### config.mk
export PLATFORM = sky130hd
export DESIGN_NAME = sd_spi_responder_flat
export DESIGN_NICKNAME = d
export VERILOG_FILES = /design/src/rtl/sd_resp_pkg.sv /design/src/rtl/sd_spi_responder_if.sv /design/src/rtl/sd_crc7.sv /design/src/rtl/sd_spi_responder.sv /design/src/flat_wrapper.sv
export SDC_FILE = /design/constraint.sdc
export NUM_CORES = 1
export LEC_CHECK = 0
export CORE_MARGIN = 2
export CORE_UTILIZATION = 35
export DETAILED_ROUTE_END_ITERATION = 10
export PLACE_DENSITY_LB_ADDON = 0.25
export SLEW_MARGIN = 10
export SYNTH_ARGS = -nofsm -noshare
export SYNTH_HDL_FRONTEND = slang
export SYNTH_HIERARCHICAL = 1
export SYNTH_SLANG_ARGS = --single-unit
### constraint.sdc
create_clock -name fclk -period 5.4 [get_ports fclk]
set_input_delay 1.08 -clock fclk [delete_from_list [all_inputs] [get_ports fclk]]
set_output_delay 1.08 -clock fclk [all_outputs]
set_load 0.01 [all_outputs]
### src/rtl/sd_resp_pkg.sv
// Shared definitions for the SD SPI-mode responder: FSM states, R1 flag
// masks, command indices, default OCR and the serial CRC7 step.
package sd_resp_pkg;

  typedef enum logic [2:0] {
    S_IDLE,
    S_CMD,
    S_NCR,
    S_RESP,
    S_TOKWAIT,
    S_DATA
  } state_e;

  // R1 flag masks
  localparam logic [7:0] R1_IDLE    = 8'h01;
  localparam logic [7:0] R1_ILLEGAL = 8'h04;
  localparam logic [7:0] R1_CRC_ERR = 8'h08;

  localparam logic [5:0] CMD_GO_IDLE   = 6'd0;
  localparam logic [5:0] CMD_IF_COND   = 6'd8;
  localparam logic [5:0] CMD_READ_BLK  = 6'd17;
  localparam logic [5:0] CMD_OP_COND   = 6'd41;
  localparam logic [5:0] CMD_APP_CMD   = 6'd55;
  localparam logic [5:0] CMD_READ_OCR  = 6'd58;

  localparam logic [31:0] OCR_DEFAULT = 32'h80FF_8000;
  localparam logic [6:0]  CRC7_POLY   = 7'h09;

  // One MSB-first step of the x^7 + x^3 + 1 CRC
  function automatic logic [6:0] crc7_step(input logic [6:0] crc, input logic b);
    logic fb;
    fb = b ^ crc[6];
    return {crc[5:0], 1'b0} ^ (fb ? CRC7_POLY : 7'h00);
  endfunction

endpackage

### src/rtl/sd_spi_responder_if.sv
// SD SPI-mode pin bundle.
//   sdcs_n : card select, active low (host -> card)
//   sdclk  : SPI clock, mode 0        (host -> card)
//   sddo   : host data out / MOSI     (host -> card)
//   sddi   : host data in / MISO      (card -> host)
interface sd_spi_responder_if;
  logic sdcs_n;
  logic sdclk;
  logic sddo;
  logic sddi;

  modport master (output sdcs_n, output sdclk, output sddo, input sddi);
  modport slave  (input sdcs_n, input sdclk, input sddo, output sddi);
endinterface

### src/rtl/sd_crc7.sv
// Serial CRC7 accumulator, MSB first. clr_i has priority over en_i.
//   clk_i, rst_n_i : clock, async active-low reset
//   clr_i          : zero the accumulator
//   en_i, bit_i    : fold bit_i into the accumulator
//   crc_o          : current CRC7 value
module sd_crc7
  import sd_resp_pkg::*;
(
  input  logic       clk_i,
  input  logic       rst_n_i,
  input  logic       clr_i,
  input  logic       en_i,
  input  logic       bit_i,
  output logic [6:0] crc_o
);
  logic [6:0] crc_q, crc_d;

  always_comb begin
    crc_d = crc_q;
    if (clr_i)     crc_d = '0;
    else if (en_i) crc_d = crc7_step(crc_q, bit_i);
  end

  always_ff @(posedge clk_i or negedge rst_n_i)
    if (!rst_n_i) crc_q <= '0;
    else          crc_q <= crc_d;

  assign crc_o = crc_q;
endmodule

### src/rtl/sd_spi_responder.sv
// Deterministic SD-card SPI-mode responder running entirely on fclk.
// Decodes 6-byte commands, keeps idle/app-cmd/ACMD41 state, returns
// R1/R3/R7 responses and single data blocks (byte i = blk[7:0] + i).
//   fclk, rst_n : clock, async active-low reset
//   sd          : SD pin bundle (slave side); sddi resets to 1
//   cmd_stb     : one-cycle pulse per accepted command
//   cmd_idx     : index of last accepted command
//   card_idle   : card idle flag (resets to 1)
// Optional: define SDRESP_CRC7_EN to check CRC7 on CMD0/CMD8.
module sd_spi_responder
  import sd_resp_pkg::*;
#(
  parameter int unsigned BLK_BYTES = 512,
  parameter logic [31:0] OCR       = OCR_DEFAULT
) (
  input  logic                fclk,
  input  logic                rst_n,
  sd_spi_responder_if.slave   sd,
  output logic                cmd_stb,
  output logic [5:0]          cmd_idx,
  output logic                card_idle
);
  localparam int unsigned DW = $clog2(BLK_BYTES + 3);
  localparam logic [DW-1:0] DEND = DW'(BLK_BYTES);
  localparam logic [DW-1:0] CEND = DW'(BLK_BYTES + 2);

  logic [1:0] cs_sync_q, clk_sync_q, do_sync_q;
  logic       clk_prev_q;

  always_ff @(posedge fclk or negedge rst_n)
    if (!rst_n) begin
      cs_sync_q  <= '1;
      clk_sync_q <= '0;
      do_sync_q  <= '1;
      clk_prev_q <= 1'b0;
    end else begin
      cs_sync_q  <= {cs_sync_q[0], sd.sdcs_n};
      clk_sync_q <= {clk_sync_q[0], sd.sdclk};
      do_sync_q  <= {do_sync_q[0], sd.sddo};
      clk_prev_q <= clk_sync_q[1];
    end

  logic cs_s, mosi_s, rise, fall, byte_done;
  assign cs_s   = cs_sync_q[1];
  assign mosi_s = do_sync_q[1];
  assign rise   = ~cs_s &  clk_sync_q[1] & ~clk_prev_q;
  assign fall   = ~cs_s & ~clk_sync_q[1] &  clk_prev_q;

  state_e        state_q, state_d;
  logic [2:0]    bitcnt_q, bitcnt_d, bcnt_q, bcnt_d, rleft_q, rleft_d;
  logic [46:0]   cmd_q, cmd_d;     // previous 47 bits; the live sample completes the frame
  logic [7:0]    tx_q, tx_d, blk_q, blk_d;
  logic          miso_q, miso_d, stb_q, stb_d;
  logic [5:0]    idx_q, idx_d;
  logic          idle_q, idle_d, app_q, app_d, a41_q, a41_d, data_q, data_d;
  logic [39:0]   resp_q, resp_d;
  logic [DW-1:0] dcnt_q, dcnt_d;

  logic [47:0] full;
  logic [7:0]  rx_byte;
  logic        start_byte;
  assign full       = {cmd_q, mosi_s};
  assign rx_byte    = full[7:0];
  assign start_byte = (rx_byte[7:6] == 2'b01);
  assign byte_done  = rise & (bitcnt_q == 3'd7);

  logic crc_bad;
`ifdef SDRESP_CRC7_EN
  logic       crc_clr, crc_en;
  logic [6:0] crc_val;
  // Accumulate from the start byte through byte 5; every other byte boundary restarts it
  assign crc_en  = rise & ((state_q == S_IDLE) | ((state_q == S_CMD) & (bcnt_q != 3'd5)));
  assign crc_clr = cs_s | (byte_done & ~(((state_q == S_IDLE) & start_byte) |
                                         ((state_q == S_CMD) & (bcnt_q != 3'd5))));
  sd_crc7 u_crc7 (
    .clk_i   (fclk),
    .rst_n_i (rst_n),
    .clr_i   (crc_clr),
    .en_i    (crc_en),
    .bit_i   (mosi_s),
    .crc_o   (crc_val)
  );
  assign crc_bad = ((full[45:40] == CMD_GO_IDLE) | (full[45:40] == CMD_IF_COND)) &
                   (crc_val != full[7:1]);
`else
  assign crc_bad = 1'b0;
`endif

  // Command decode on the completed frame
  logic [7:0]  dec_r1;
  logic [31:0] dec_trail;
  logic        dec_trail_en, dec_data, dec_idle, dec_app, dec_a41;
  always_comb begin
    dec_r1       = R1_ILLEGAL | {7'b0, idle_q};
    dec_trail    = '0;
    dec_trail_en = 1'b0;
    dec_data     = 1'b0;
    dec_idle     = idle_q;
    dec_app      = 1'b0;
    dec_a41      = a41_q;
    case (full[45:40])
      CMD_GO_IDLE: begin dec_idle = 1'b1; dec_r1 = R1_IDLE; end
      CMD_IF_COND: begin
        dec_r1       = R1_IDLE | {7'b0, idle_q};
        dec_trail    = {20'h0, full[19:16], full[15:8]};
        dec_trail_en = 1'b1;
      end
      CMD_READ_OCR: begin
        dec_r1       = {7'b0, idle_q};
        dec_trail    = OCR;
        dec_trail_en = 1'b1;
      end
      CMD_APP_CMD: begin dec_app = 1'b1; dec_r1 = {7'b0, idle_q}; end
      CMD_OP_COND:
        if (app_q) begin
          if (!a41_q) begin dec_r1 = R1_IDLE; dec_a41 = 1'b1; end
          else begin dec_idle = 1'b0; dec_r1 = 8'h00; end
        end
      CMD_READ_BLK:
        if (idle_q) dec_r1 = R1_ILLEGAL | R1_IDLE;
        else begin dec_r1 = 8'h00; dec_data = 1'b1; end
      default: ;
    endcase
    if (crc_bad) begin
      dec_r1       = R1_CRC_ERR | {7'b0, idle_q};
      dec_trail_en = 1'b0;
      dec_data     = 1'b0;
      dec_idle     = idle_q;
      dec_app      = app_q;
      dec_a41      = a41_q;
    end
  end

  always_comb begin
    state_d  = state_q;  bitcnt_d = bitcnt_q; bcnt_d  = bcnt_q;
    cmd_d    = cmd_q;    tx_d     = tx_q;     miso_d  = miso_q;
    stb_d    = 1'b0;     idx_d    = idx_q;    idle_d  = idle_q;
    app_d    = app_q;    a41_d    = a41_q;    resp_d  = resp_q;
    rleft_d  = rleft_q;  data_d   = data_q;   blk_d   = blk_q;
    dcnt_d   = dcnt_q;
    if (cs_s) begin
      state_d  = S_IDLE;
      miso_d   = 1'b1;
      bitcnt_d = '0;
      bcnt_d   = '0;
      cmd_d    = '0;
      tx_d     = 8'hFF;
    end else begin
      if (fall) begin
        miso_d = tx_q[7];
        tx_d   = {tx_q[6:0], 1'b1};
      end
      if (rise) begin
        bitcnt_d = bitcnt_q + 3'd1;
        if (state_q == S_IDLE || state_q == S_CMD) cmd_d = full[46:0];
      end
      // Byte boundary: pick the byte whose MSB goes out on the next falling edge
      if (byte_done) begin
        tx_d = 8'hFF;
        case (state_q)
          S_IDLE:
            if (start_byte) begin state_d = S_CMD; bcnt_d = 3'd1; end
          S_CMD:
            if (bcnt_q == 3'd5) begin
              state_d = S_NCR;
              stb_d   = 1'b1;
              idx_d   = full[45:40];
              idle_d  = dec_idle;
              app_d   = dec_app;
              a41_d   = dec_a41;
              resp_d  = {dec_r1, dec_trail};
              rleft_d = dec_trail_en ? 3'd4 : 3'd0;
              data_d  = dec_data;
              blk_d   = full[24:17];
            end else bcnt_d = bcnt_q + 3'd1;
          S_NCR: begin
            tx_d    = resp_q[39:32];
            resp_d  = {resp_q[31:0], 8'hFF};
            state_d = S_RESP;
          end
          S_RESP:
            if (rleft_q != 3'd0) begin
              tx_d    = resp_q[39:32];
              resp_d  = {resp_q[31:0], 8'hFF};
              rleft_d = rleft_q - 3'd1;
            end else state_d = data_q ? S_TOKWAIT : S_IDLE;
          S_TOKWAIT: begin
            tx_d    = 8'hFE;
            state_d = S_DATA;
            dcnt_d  = '0;
          end
          S_DATA:
            if (dcnt_q < DEND) begin
              tx_d   = blk_q + dcnt_q[7:0];
              dcnt_d = dcnt_q + 1'b1;
            end else if (dcnt_q < CEND) begin
              tx_d   = 8'h00;
              dcnt_d = dcnt_q + 1'b1;
            end else state_d = S_IDLE;
          default: state_d = S_IDLE;
        endcase
      end
    end
  end

  always_ff @(posedge fclk or negedge rst_n)
    if (!rst_n) begin
      state_q <= S_IDLE; bitcnt_q <= '0; bcnt_q <= '0;  cmd_q  <= '0;
      tx_q    <= 8'hFF;  miso_q   <= 1'b1; stb_q <= 1'b0; idx_q <= '0;
      idle_q  <= 1'b1;   app_q    <= 1'b0; a41_q <= 1'b0; resp_q <= '0;
      rleft_q <= '0;     data_q   <= 1'b0; blk_q <= '0;  dcnt_q <= '0;
    end else begin
      state_q <= state_d; bitcnt_q <= bitcnt_d; bcnt_q <= bcnt_d; cmd_q  <= cmd_d;
      tx_q    <= tx_d;    miso_q   <= miso_d;   stb_q  <= stb_d;  idx_q  <= idx_d;
      idle_q  <= idle_d;  app_q    <= app_d;    a41_q  <= a41_d;  resp_q <= resp_d;
      rleft_q <= rleft_d; data_q   <= data_d;   blk_q  <= blk_d;  dcnt_q <= dcnt_d;
    end

  assign sd.sddi   = miso_q;
  assign cmd_stb   = stb_q;
  assign cmd_idx   = idx_q;
  assign card_idle = idle_q;
endmodule

### src/flat_wrapper.sv
// flat-port wrapper written by rule: the top's interface ports become plain ports
module sd_spi_responder_flat import sd_resp_pkg::*;
#(
  parameter int unsigned BLK_BYTES = 512,
  parameter logic [31:0] OCR       = OCR_DEFAULT
)
  (fclk, rst_n, cmd_stb, cmd_idx, card_idle, sd_sdcs_n, sd_sdclk, sd_sddo, sd_sddi);
  sd_spi_responder_if sd_i ();
  input  logic fclk;
  input  logic rst_n;
  output logic cmd_stb;
  output logic [5:0] cmd_idx;
  output logic card_idle;
  input wire logic [$bits(sd_i.sdcs_n)-1:0] sd_sdcs_n;
  input wire logic [$bits(sd_i.sdclk)-1:0] sd_sdclk;
  input wire logic [$bits(sd_i.sddo)-1:0] sd_sddo;
  output wire logic [$bits(sd_i.sddi)-1:0] sd_sddi;
  assign sd_i.sdcs_n = sd_sdcs_n;
  assign sd_i.sdclk = sd_sdclk;
  assign sd_i.sddo = sd_sddo;
  assign sd_sddi = sd_i.sddi;
  sd_spi_responder #(.BLK_BYTES(BLK_BYTES), .OCR(OCR)) u_core (.fclk(fclk), .rst_n(rst_n), .sd(sd_i), .cmd_stb(cmd_stb), .cmd_idx(cmd_idx), .card_idle(card_idle));
endmodule
Word-level counts from Yosys, hierarchy flattened

Index checks and enable logic that the tools add are counted.

Register bits after elaboration: 142
Input bits: 5
Output and inout bits: 9
Word-level logic and storage cells: 138

$add $sub $neg: 5
Order comparisons: 2
Equal/unequal tests: 24
Muxes and demuxes: 53
Bitwise operators: 8
Reduce and logical (&&, ||, !) cells: 26

Operators by type and width:

| cell                                                                     | count |
|---|---|
| 45-bit 2-to-1 mux                                                        | 3 |
| 40-bit one-hot mux with 3 select lines                                   | 1 |
| 40-bit 2-to-1 mux                                                        | 2 |
| 32-bit one-hot mux with 2 select lines                                   | 1 |
| 8-bit one-hot mux with 4 select lines                                    | 2 |
| 8-bit 2-to-1 mux                                                         | 7 |
| 3-bit 2-to-1 mux                                                         | 17 |
| 10-bit less-than comparator (second input constant)                      | 2 |
| 10-bit 2-to-1 mux                                                        | 2 |
| 10-bit one-hot mux with 2 select lines                                   | 1 |
| 6-bit equality test (second input constant)                              | 3 |
| 3-bit one-hot mux with 6 select lines                                    | 1 |
| 3-bit by 2-bit inequality test with 1-bit output (second input constant) | 5 |
| 2-bit nonzero test                                                       | 7 |
| 1-bit 2-to-1 mux                                                         | 13 |
| 3-bit equality test (second input constant)                              | 4 |
| 3-bit one-hot mux with 2 select lines                                    | 2 |
| 4-bit AND reduction                                                      | 3 |
| 6-bit AND reduction                                                      | 2 |
| 3-bit nonzero test                                                       | 4 |
| 10-bit by 1-bit adder with 10-bit output (second input constant)         | 1 |
| 5-bit AND reduction                                                      | 2 |
| 8-bit adder                                                              | 1 |
| 7-bit AND reduction                                                      | 1 |
| other kinds (18)                                                         | 31 |

Depth between registers and ports, before layout

Gate-level depths: netlist (run 1).

Word-level depth: 6
Depth in mapped cells: 10
Mapped depth without buffers: 7

Least setup slack after synthesis (run 1)

OpenSTA, ideal clock, no wires.

Path type: register to register
From: reg u_core.dcnt_q[1]
To: reg u_core.tx_q[5]
Setup time: 0.077 ns
Arrival time: 1.996 ns
Required time: 5.323 ns
Slack: 3.327 ns
Cell stages (with the launch flop): 7
Buffers on the path: 0
Clock period less this slack: 2.073 ns
Cell sequence: dfrtp_1 > ha_1 > a211oi_1 > o21bai_1 > and4b_1 > or4b_1 > a31oi_1

Cells in the longest elaborated chain, start to end: 6
Elaborated cells between the ends (all ways): 8
Classes of those cells: add/sub: 1; order compare: 2; mux: 5

RTL lines:

| element                                   | RTL line                | source |
|---|---|---|
| start: declaration                        | sd_spi_responder.sv:57  | `logic [DW-1:0] dcnt_q, dcnt_d;` |
| start signal: assignment                  | sd_spi_responder.sv:216 | `rleft_q <= rleft_d; data_q <= data_d; blk_q <= blk_d; dcnt_q <= dcnt_d;` |
| 10-bit less-than comparator               | sd_spi_responder.sv:196 | `end else if (dcnt_q < CEND) begin` |
| 8-bit 2-to-1 mux                          | sd_spi_responder.sv:196 |  |
| 8-bit 2-to-1 mux (*)                      | sd_spi_responder.sv:193 | `if (dcnt_q < DEND) begin` |
| 8-bit one-hot mux with 4 select lines (*) | sd_spi_responder.sv:160 | `case (state_q)` |
| 8-bit 2-to-1 mux (*)                      | sd_spi_responder.sv:158 | `if (byte_done) begin` |
| 8-bit 2-to-1 mux (*)                      | sd_spi_responder.sv:141 | `if (cs_s) begin` |
| end signal: assignment                    | sd_spi_responder.sv:214 | `tx_q <= tx_d; miso_q <= miso_d; stb_q <= stb_d; idx_q <= idx_d;` |
| end: declaration                          | sd_spi_responder.sv:52  | `logic [7:0] tx_q, tx_d, blk_q, blk_d;` |

Every way passes the cells marked *; elsewhere a longest branch is shown, timed or not.
A chain may end at the register's enable or synchronous reset.

Worst setup path after layout (run 1)

From: reg u_core.bitcnt_q[0]
To: reg u_core.resp_q[34]

Cells in the longest elaborated chain, start to end: 3

RTL lines:

| element                       | RTL line                | source |
|---|---|---|
| start: declaration            | sd_spi_responder.sv:50  | `logic [2:0] bitcnt_q, bitcnt_d, bcnt_q, bcnt_d, rleft_q, rleft_d;` |
| start signal: assignment      | sd_spi_responder.sv:213 | `state_q <= state_d; bitcnt_q <= bitcnt_d; bcnt_q <= bcnt_d; cmd_q <= cmd_d;` |
| 3-bit equality test           | sd_spi_responder.sv:65  | `assign byte_done = rise & (bitcnt_q == 3'd7);` |
| 1-bit bitwise AND             | sd_spi_responder.sv:65  |  |
| 5-bit AND reduction (no line) | -                       |  |
| end signal: assignment        | sd_spi_responder.sv:210 | `idle_q <= 1'b1; app_q <= 1'b0; a41_q <= 1'b0; resp_q <= '0;` |
| end signal: assignment        | sd_spi_responder.sv:215 | `idle_q <= idle_d; app_q <= app_d; a41_q <= a41_d; resp_q <= resp_d;` |
| end: declaration              | sd_spi_responder.sv:56  | `logic [39:0] resp_q, resp_d;` |

Every way passes these cells.

==> flow_summary.ini, run 1 <==
[yosys]
ys_async_sr_fraction_pct = 100
synth_top_family_by_area = simple AND/OR/NAND/NOR gates
synth_cell_types = 61
yosysWarnings = 6
avgSynthCellArea_um2 = 9.18
ys_seq_area_share_pct = 52.1
synthMuxAreaShare_pct = 0.438
ys_ff_latch = 142
netlist_area_mm2 = 0.00685
synth_area_leaders = dfrtp_1 (47%), nand2_1 (8.9%), o21ai_0 (8.3%)
synth-simple-area-share_pct = 22.2
synthCells = 747
synth_edf_count = 0
synth_compound_area_share_pct = 17.8
synthDominantCellAreaShare_pct = 46.7
synth_nets = 767
synth_fa_ha_area_share_pct = 2.85
ys.flop_type = dfrtp_1
yosysTopAreaCell = dfrtp_1
synth-xor-area-share_pct = 0.894

[sta]
rsz0062_at_grt = no
holdWs_ns = 0.352
clock_skew_ns = 0.00902
setup_viol = 0
tightest_slew_ns = 1.01
final.setup.tns_ns = 0
min_period_ns = 2.74
fin_crit_sh_pct = 50.7
clock.fmax_mhz = 365
finalHoldViolations = 0
drv_slew = 0
slew_headroom_pct = 32.1

[setup_path]
end_kind = flip-flop
crit_slowest_cell = nor4bb_2
start_kind = flip-flop
crit_arrival_ns = 3.07
critPathMostFrequentCell = ha_1
cp_max_fo = 9
slowest_delay_ns = 0.82
path_class = reg -> reg
crit_required_ns = 5.73
crit_chain = ha_1, ha_1, nor4bb_2, o21a_1, and3_1, o21ai_0, a21oi_1

[drt]
drc_errors = 0
drt_wl_total_um = 14500
drtPass1Iterations = 4
initialDrtViolationCount = 337
ant_nets = 0
routed-via-count = 5013
wl_per_cell_um = 14.3
viasPerCell = 4.94

[global_routing]
track_usage_pct = 15.5
overflow = 0
grt_max_degree = 91
grt_pass1_wl_um = 25500
grt_pass1_vias = 4982
antenna_found_initial = 0

[floorplanning]
rows = 51
fp.dieW_um = 144
ios = 14
die_y_um = 144
start_util_pct = 35.4
coreArea_mm2 = 0.0193
die-area_mm2 = 0.0207

[place]
place_area_mm2 = 0.00720
port_buffers = 13
place.gp.congestion = 0.791
hpwlAfterDp_um = 9350

[power]
p_per_area_mw_per_mm2 = 298
leakagePower_nw = 3.31
ir_drop_mv = 0.205

[clocking]
clkSlewWorstSetupHoldPaths_ns = 0.06
clock_latency_ns = 0.42
numClockSinks = 142
cts_resized = 0
cts_tree = yes
cts_inserted_buffers = 17
hold_buffers = 0
cts.repair_timing.setup_buffer_count = 0
htree_levels = 4
cts_buffer_depth = 2
root_buffer = clkbuf_16

[job]
max_cap_viol_count = 0

[status]
status = finished clean

[cells_and_area]
drive_above_1_share_pct = 8.93
final_cell_area_mm2 = 0.00777
n_antenna_cell = 0
area_growth_pct = 13.4
nets = 757
seq_area_mm2 = 0.00357
fillerInstances = 1929
multi_input_area_mm2 = 0.00306

[worst_hold_path]
hp-class = reg -> reg
[through the flow]
stage	setup WS (ns)	total power [mW]	util, %	cells
finish	2.66	2.32	40.2	1015
global route	2.46	2.41	40.2	1015
CTS	2.64	2.35	40.2	1015
detailed placement	2.70	1.20	37.2	983
global placement	2.34	1.20	37.2	983
floorplan	3.33	1.16	-	747
[layer usage]
metal	track usage (%)	wire, um
met5	0	0
met4	4.23	159
met3	4.07	432
met2	24.0	6630
met1	21.4	7310
[cell type report]
type / instances / share of cell area, %
Sequential cell: 142 / 45.9
Multi-Input combinational cell: 544 / 39.4
Clock buffer: 17 / 5.47
Tap cell: 265 / 4.27
Timing Repair Buffer: 21 / 2.46
Clock inverter: 15 / 1.92
Inverter: 11 / 0.531
[cells by family (layout without fill, tap and decap cells)]
family / Yosys count / count (layout)
adder cells (fa/ha/maj): 15 / 15
AO/OA/AOI/OAI: 207 / 207
multiplexers: 3 / 3
flip-flops: 142 / 142
AND/OR/NAND/NOR: 312 / 312
buffers and inverters: 61 / 64
XOR/XNOR: 7 / 7
[cell usage in the layout, fill, tap and decap left out, types with 5 or more instances in the layout]
master           Yosys  final
a21oi_1             35     34
a221oi_1             6      6
a31oi_1              7      7
a32oi_1              5      5
and3_1               6      6
buf_4                1      8
clkbuf_16            0     17
clkdlybuf4s50_1      0     12
dfrtp_1            128    128
dfstp_2             14     14
ha_1                14     14
inv_1               11     11
inv_6                0      8
nand2_1            163    163
nand2b_1            50     50
nand3_1             13     13
nand3b_1             7      7
nor2_1              27     27
nor3_1               9      9
o21ai_0            113    113
o21bai_1             6      6
o31ai_1              6      6
or3_1                6      6
xor2_1               5      5
[final timing paths]
kind / start / end / slack, ns / cells after the start
max in group asynchronous: rst_n / u_core/dcnt_q[3] / 3.79 / 2
max reg2reg: u_core/bitcnt_q[0] / u_core/resp_q[34] / 2.66 / 7
min reg2reg: u_core/clk_sync_q[0] / u_core/clk_sync_q[1] / 0.35 / 0
min: u_core/clk_sync_q[0] / u_core/clk_sync_q[1] / 0.35 / 0
max: u_core/bitcnt_q[0] / u_core/resp_q[34] / 2.66 / 7
min in group asynchronous: rst_n / u_core/cmd_q[12] / 0.60 / 1
[flip-flops by register name (all words and copies together), names as in the netlist, 3 cells and up]
name	count
u_core/cmd_idx	6
u_core/bcnt_q	3
u_core/bitcnt_q	3
u_core/blk_q	8
u_core/tx_q	8
u_core/resp_q	40
u_core/state_q	3
u_core/dcnt_q	10
u_core/rleft_q	3
u_core/cmd_q	45
[power breakdown]
part           total (mW)  internal, mW  switching, mW
Sequential           1.09          1.08         0.0130
Combinational      0.0813        0.0260         0.0553
Clock                1.14         0.651          0.493
Total                2.32          1.76          0.561
[worst max-delay path: cells and delay by family, from the launching register on]
family / cells / cell delay (ns)
fa+ha+maj: 2 / 0.32
compound gates: 3 / 0.72
flops: 1 / 0.36
simple gates: 2 / 1.25
[cells in the mapped netlist, drive strengths merged, types with 6 or more instances]
master,instances
nand2,163
dfrtp,128
o21ai,113
nand2b,50
clkbuf,43
a21oi,35
nor2,27
dfstp,14
ha,14
nand3,14
inv,11
nor3,9
a31oi,7
buf,7
nand3b,7
a221oi,6
and3,6
o21bai,6
o31ai,6
or3,6
Power figures use the tool's default switching activity.
==> inputs of run 2 (changes only) <==
==> constraint.sdc (replaced) <==
create_clock -name fclk -period 2.2 [get_ports fclk]
set_input_delay 0.44 -clock fclk [delete_from_list [all_inputs] [get_ports fclk]]
set_output_delay 0.44 -clock fclk [all_outputs]
set_load 0.01 [all_outputs]
==> run 2 against run 1 <==
  * Setup slack lost 2.5 ns
  * Non-clock buffer count up 39
  * Global-route usage grew 0.40 points
  * Clock skew up 0.0038 ns
  * Utilization increased by 2.0 points
  * Sequential share of layout area decreased by 2.2 points
  * Final area rose by 5.1%
  * Final cell count increased by 3.8%
  * Largest power group unchanged
  * Highest routed layer unchanged
==> flow_summary.ini, run 2 (synthesis results as in run 1) <==
[clocking]
root_buffer = clkbuf_16
cts_inserted_buffers = 17
clkSlewWorstSetupHoldPaths_ns = 0.06
cts_tree = yes
numClockSinks = 142
htree_levels = 4
cts_buffer_depth = 2
clock_latency_ns = 0.43

[floorplanning]
ios = 14
fp.dieW_um = 144
rows = 51
coreArea_mm2 = 0.0193
die_y_um = 144
start_util_pct = 35.4
die-area_mm2 = 0.0207

[setup_path]
critPathMostFrequentCell = or4_1
crit_chain = or4_1, o211ai_4, nand3_2, or4_1, nand2_1
slowest_delay_ns = 0.61
start_kind = flip-flop
r2r_slack_ns = 0.13
crit_required_ns = 2.57
r2r_start = u_core/dcnt_q[6]
crit_arrival_ns = 2.43
rr_endpoint = u_core/dcnt_q[6]
crit_slowest_cell = or4_1
reg2reg_depth = 5
path_class = reg -> reg
cp_max_fo = 7
end_kind = flip-flop

[cells_and_area]
largest_register_ffs = 45
mostFrequentLayoutCells = nand2_1 (163), dfrtp_1 (128), o21ai_0 (111)
top_regs = u_core/cmd_q (45), u_core/resp_q (40), u_core/dcnt_q (10)
top_register = u_core/cmd_q
final_common_cell = nand2_1
n_antenna_cell = 0
fillerInstances = 1876
final_cell_area_mm2 = 0.00817
drive_above_1_share_pct = 13.8
area_growth_pct = 19.2
nets = 796

[worst_hold_path]
min_to = u_core/clk_sync_q[1]
hp-start = u_core/clk_sync_q[0]
hp-class = reg -> reg
worstHoldPathCells = 0

[place]
hpwlAfterDp_um = 9790
place_area_mm2 = 0.00752
port_buffers = 13
place.gp.congestion = 0.843

[global_routing]
grt_pass1_wl_um = 25600
grt_pass1_vias = 4983
overflow = 0
grt_max_degree = 91
track_usage_pct = 15.9
antenna_found_initial = 0

[power]
leakagePower_nw = 3.53
p_per_area_mw_per_mm2 = 710
ir_drop_mv = 0.500

[drt]
drt_wl_total_um = 15000
ant_nets = 0
drc_errors = 0
drtPass1Iterations = 4
routed-via-count = 5180
viasPerCell = 4.91
wl_per_cell_um = 14.2
initialDrtViolationCount = 328

[sta]
clock_skew_ns = 0.0128
final.setup.tns_ns = 0
min_period_ns = 2.07
drv_slew = 0
setup_viol = 0
slew_headroom_pct = 70.9
fin_crit_sh_pct = 94.1
rsz0062_at_grt = no
finalHoldViolations = 0
tightest_slew_ns = 0.425
clock.fmax_mhz = 483

[status]
status = finished clean

[job]
max_cap_viol_count = 0
run 2: how the worst max path moves through the flow:
stage                             to  cells past startpoint  slack, ns                from
finish              u_core/dcnt_q[6]                      5       0.13    u_core/dcnt_q[6]
global route        u_core/dcnt_q[7]                      5       0.01    u_core/dcnt_q[6]
CTS                    u_core/data_q                      8      0.007  u_core/bitcnt_q[0]
detailed placement  u_core/dcnt_q[8]                      7       0.02  u_core/bitcnt_q[0]
global placement      u_core/tx_q[5]                      6       0.05     u_core/blk_q[1]
floorplan             u_core/tx_q[5]                      6       0.13    u_core/dcnt_q[1]
run 2: area by class of cell:
type                    instances  area [um2]  area share, %
flip-flops and latches        142        3570           43.7
clock inverters                15         171           2.10
multi-input cells             544        3090           37.8
well taps                     265         332           4.06
inverters                      11        41.3          0.506
clock buffers                  17         425           5.21
repair buffers                 60         541           6.62
run 2: report_power, final:
part | internal [mW] | leakage (nW) | total [mW] | switching (mW)
clock network | 1.62 | 0.291 | 2.89 | 1.27
registers | 2.65 | 1.92 | 2.67 | 0.0214
logic | 0.0847 | 1.32 | 0.238 | 0.154
total | 4.35 | 3.53 | 5.80 | 1.44
run 2: per-stage QoR:
step / util (%) / total power, mW / hold slack (ns) / cells / setup slack [ns]
after detailed placement: 38.9 / 2.96 / 0.341 / 1020 / 0.0172
final: 42.2 / 5.80 / 0.353 / 1054 / 0.131
after CTS: 42.1 / 5.88 / 0.357 / 1054 / 0.00706
after global routing: 42.2 / 6.03 / 0.357 / 1054 / 0.0137
after floorplan: - / 2.84 / 0.144 / 747 / 0.127
after global placement: 38.9 / 2.96 / 0.334 / 1020 / 0.0521
run 2: repair_timing:
item	CTS	global route
hold buffers	1	0
setup buffers	1	0
pin swaps	0	3
endpoints found under the hold margin	32	0
setup endpoints to repair	4	22
gates resized for setup	1	8
run 2: critical path, delay by kind of cell, from the launching register on:
kind            cells  cell delay, ns
compound gates      1            0.31
simple gates        4            1.28
flops               1            0.42
run 2: per-layer routing:
layer	wire, um	vias to the layer above	track usage (%)
met5	0	-	0
met4	245	0	5.57
met3	374	19	3.83
met2	6750	56	23.9
met1	7600	2449	22.3
li1	-	2656	-
==> inputs of run 3 (changes only) <==
--- a/config.mk
+++ b/config.mk
@@ -5,9 +5,11 @@
 export SDC_FILE = /design/constraint.sdc
 export NUM_CORES = 1
 export LEC_CHECK = 0
+export ABC_CLOCK_PERIOD_IN_PS = 2200
 export CORE_MARGIN = 2
 export CORE_UTILIZATION = 35
 export DETAILED_ROUTE_END_ITERATION = 10
+export MAX_ROUTING_LAYER = met4
 export PLACE_DENSITY_LB_ADDON = 0.25
 export SLEW_MARGIN = 10
 export SYNTH_ARGS = -nofsm -noshare
==> run 3 against run 2 <==
  * Fmax is 0.22% lower
  * Die area stayed put
  * Global-route usage is 0.45 points higher
  * Worst hold slack hardly changed
  * Non-clock buffer count stayed put
  * Flip-flop and latch count stayed put
  * Sequential share of layout area stayed put
  * Final cell count stayed put
  * Setup slack worse by 0.0045 ns
==> flow_summary.ini, run 3 (synthesis results as in run 1) <==
[place]
place_area_mm2 = 0.00752
port_buffers = 13
hpwlAfterDp_um = 9790
dp_cells = 1020
place.gp.congestion = 0.856
preCtsSetupSlack_ns = 0.0172

[clocking]
cts_tree = yes
cts_inserted_buffers = 17
numClockSinks = 142
clock_latency_ns = 0.43
root_buffer = clkbuf_16
cts_buffer_depth = 2
clkSlewWorstSetupHoldPaths_ns = 0.06
htree_levels = 4

[drt]
drtPass1Iterations = 4
wl_per_cell_um = 14.2
initialDrtViolationCount = 354
viasPerCell = 4.90
ant_nets = 0
routed-via-count = 5165
drc_errors = 0
drt_wl_total_um = 15000

[cells_and_area]
final_common_cell = nand2_1
stdcell_count = 1054
nets = 796
final_cell_area_mm2 = 0.00817
area_growth_pct = 19.2
largest_register_ffs = 45
drive_above_1_share_pct = 13.8
top_regs = u_core/cmd_q (45), u_core/resp_q (40), u_core/dcnt_q (10)
mostFrequentLayoutCells = nand2_1 (163), dfrtp_1 (128), o21ai_0 (111)
n_antenna_cell = 0
top_register = u_core/cmd_q

[setup_path]
slowest_delay_ns = 0.54
end_kind = flip-flop
crit_slowest_cell = or4b_1
start_kind = flip-flop
reg2reg_depth = 6
path_class = reg -> reg
cp_max_fo = 2
crit_chain = ha_1, a211oi_2, o21bai_1, and4b_1, or4b_1, a31oi_1
crit_required_ns = 2.55
crit_arrival_ns = 2.42

[global_routing]
grt_pass1_vias = 4970
overflow = 0
antenna_found_initial = 0
grt_max_degree = 91
grt_pass1_wl_um = 25600
track_usage_pct = 16.3

[floorplanning]
die_y_um = 144
fp.dieW_um = 144
coreArea_mm2 = 0.0193
start_util_pct = 35.4
rows = 51
ios = 14
die-area_mm2 = 0.0207

[sta]
slew_headroom_pct = 71.0
drv_slew = 0
finalHoldViolations = 0
min_period_ns = 2.07
tightest_slew_ns = 0.425
final.setup.tns_ns = 0
clock.fmax_mhz = 482
setup_viol = 0
fin_ws_ns = 0.126
clock_skew_ns = 0.0167
rsz0062_at_grt = no
fin_crit_sh_pct = 94.3

[power]
p_per_area_mw_per_mm2 = 709
leakagePower_nw = 3.53
ir_drop_mv = 0.495

[worst_hold_path]
worstHoldPathCells = 0
hp-class = reg -> reg

[job]
max_cap_viol_count = 0

[status]
status = finished clean
-- run 3: cell counts in the layout (fill, tap and decap cells not counted) --
Identical to the previous run, type by type.
-- run 3: worst max-delay path: cells and delay by family (launching register included) --
family,cells,cell delay [ns]
and+or+nand+nor,2,0.74
AOI/OAI and AO/OA,3,0.55
DFF,1,0.39
adders and majority gates,1,0.33
-- run 3: area by class of cell --
cell class,count,area [um2]
Inverter,11,41.3
Multi-Input combinational cell,544,3090
Fill cell,1876,11200
Clock inverter,15,171
Clock buffer,17,425
Timing Repair Buffer,60,541
Sequential cell,142,3570
Tap cell,265,332
-- run 3: final timing paths --
kind / startpoint / slack [ns] / to
max: u_core/blk_q[1] / 0.13 / u_core/tx_q[5]
min: u_core/clk_sync_q[0] / 0.35 / u_core/clk_sync_q[1]
max reg2reg: u_core/blk_q[1] / 0.13 / u_core/tx_q[5]
min reg2reg: u_core/clk_sync_q[0] / 0.35 / u_core/clk_sync_q[1]
max in group asynchronous: rst_n / 1.06 / u_core/tx_q[7]
min in group asynchronous: rst_n / 0.48 / u_core/cmd_q[12]
-- run 3: timing repair --
action | CTS | global route
endpoints found under the hold margin | 32 | 0
hold buffers | 1 | 0
pin swaps | 0 | 3
setup buffers | 1 | 0
gates resized for setup | 1 | 8
setup endpoints to repair | 4 | 22
-- run 3: stage by stage --
step / total power [mW] / utilization [%] / hold WS [ns]
global route: 6.03 / 42.2 / 0.357
global placement: 2.96 / 38.9 / 0.334
CTS: 5.88 / 42.1 / 0.357
floorplan: 2.84 / - / 0.144
finish: 5.79 / 42.2 / 0.353
detailed placement: 2.96 / 38.9 / 0.341
-- run 3: power breakdown --
group | switching (mW) | internal [mW] | leakage, nW | total (mW)
Clock | 1.26 | 1.62 | 0.291 | 2.88
Sequential | 0.0212 | 2.65 | 1.92 | 2.67
Combinational | 0.153 | 0.0847 | 1.32 | 0.238
Total | 1.44 | 4.35 | 3.53 | 5.79
-- run 3: metal layers --
| metal | part of all wire, % | up-vias | GRT usage [%] |
|---|---|---|---|
| met4 | 1.8 | 0 | 5.88 |
| met1 | 51 | 2438 | 22.4 |
| li1 | - | 2654 | - |
| met2 | 45 | 52 | 23.8 |
| met3 | 2.3 | 21 | 3.43 |
| met5 | 0 | - | - |
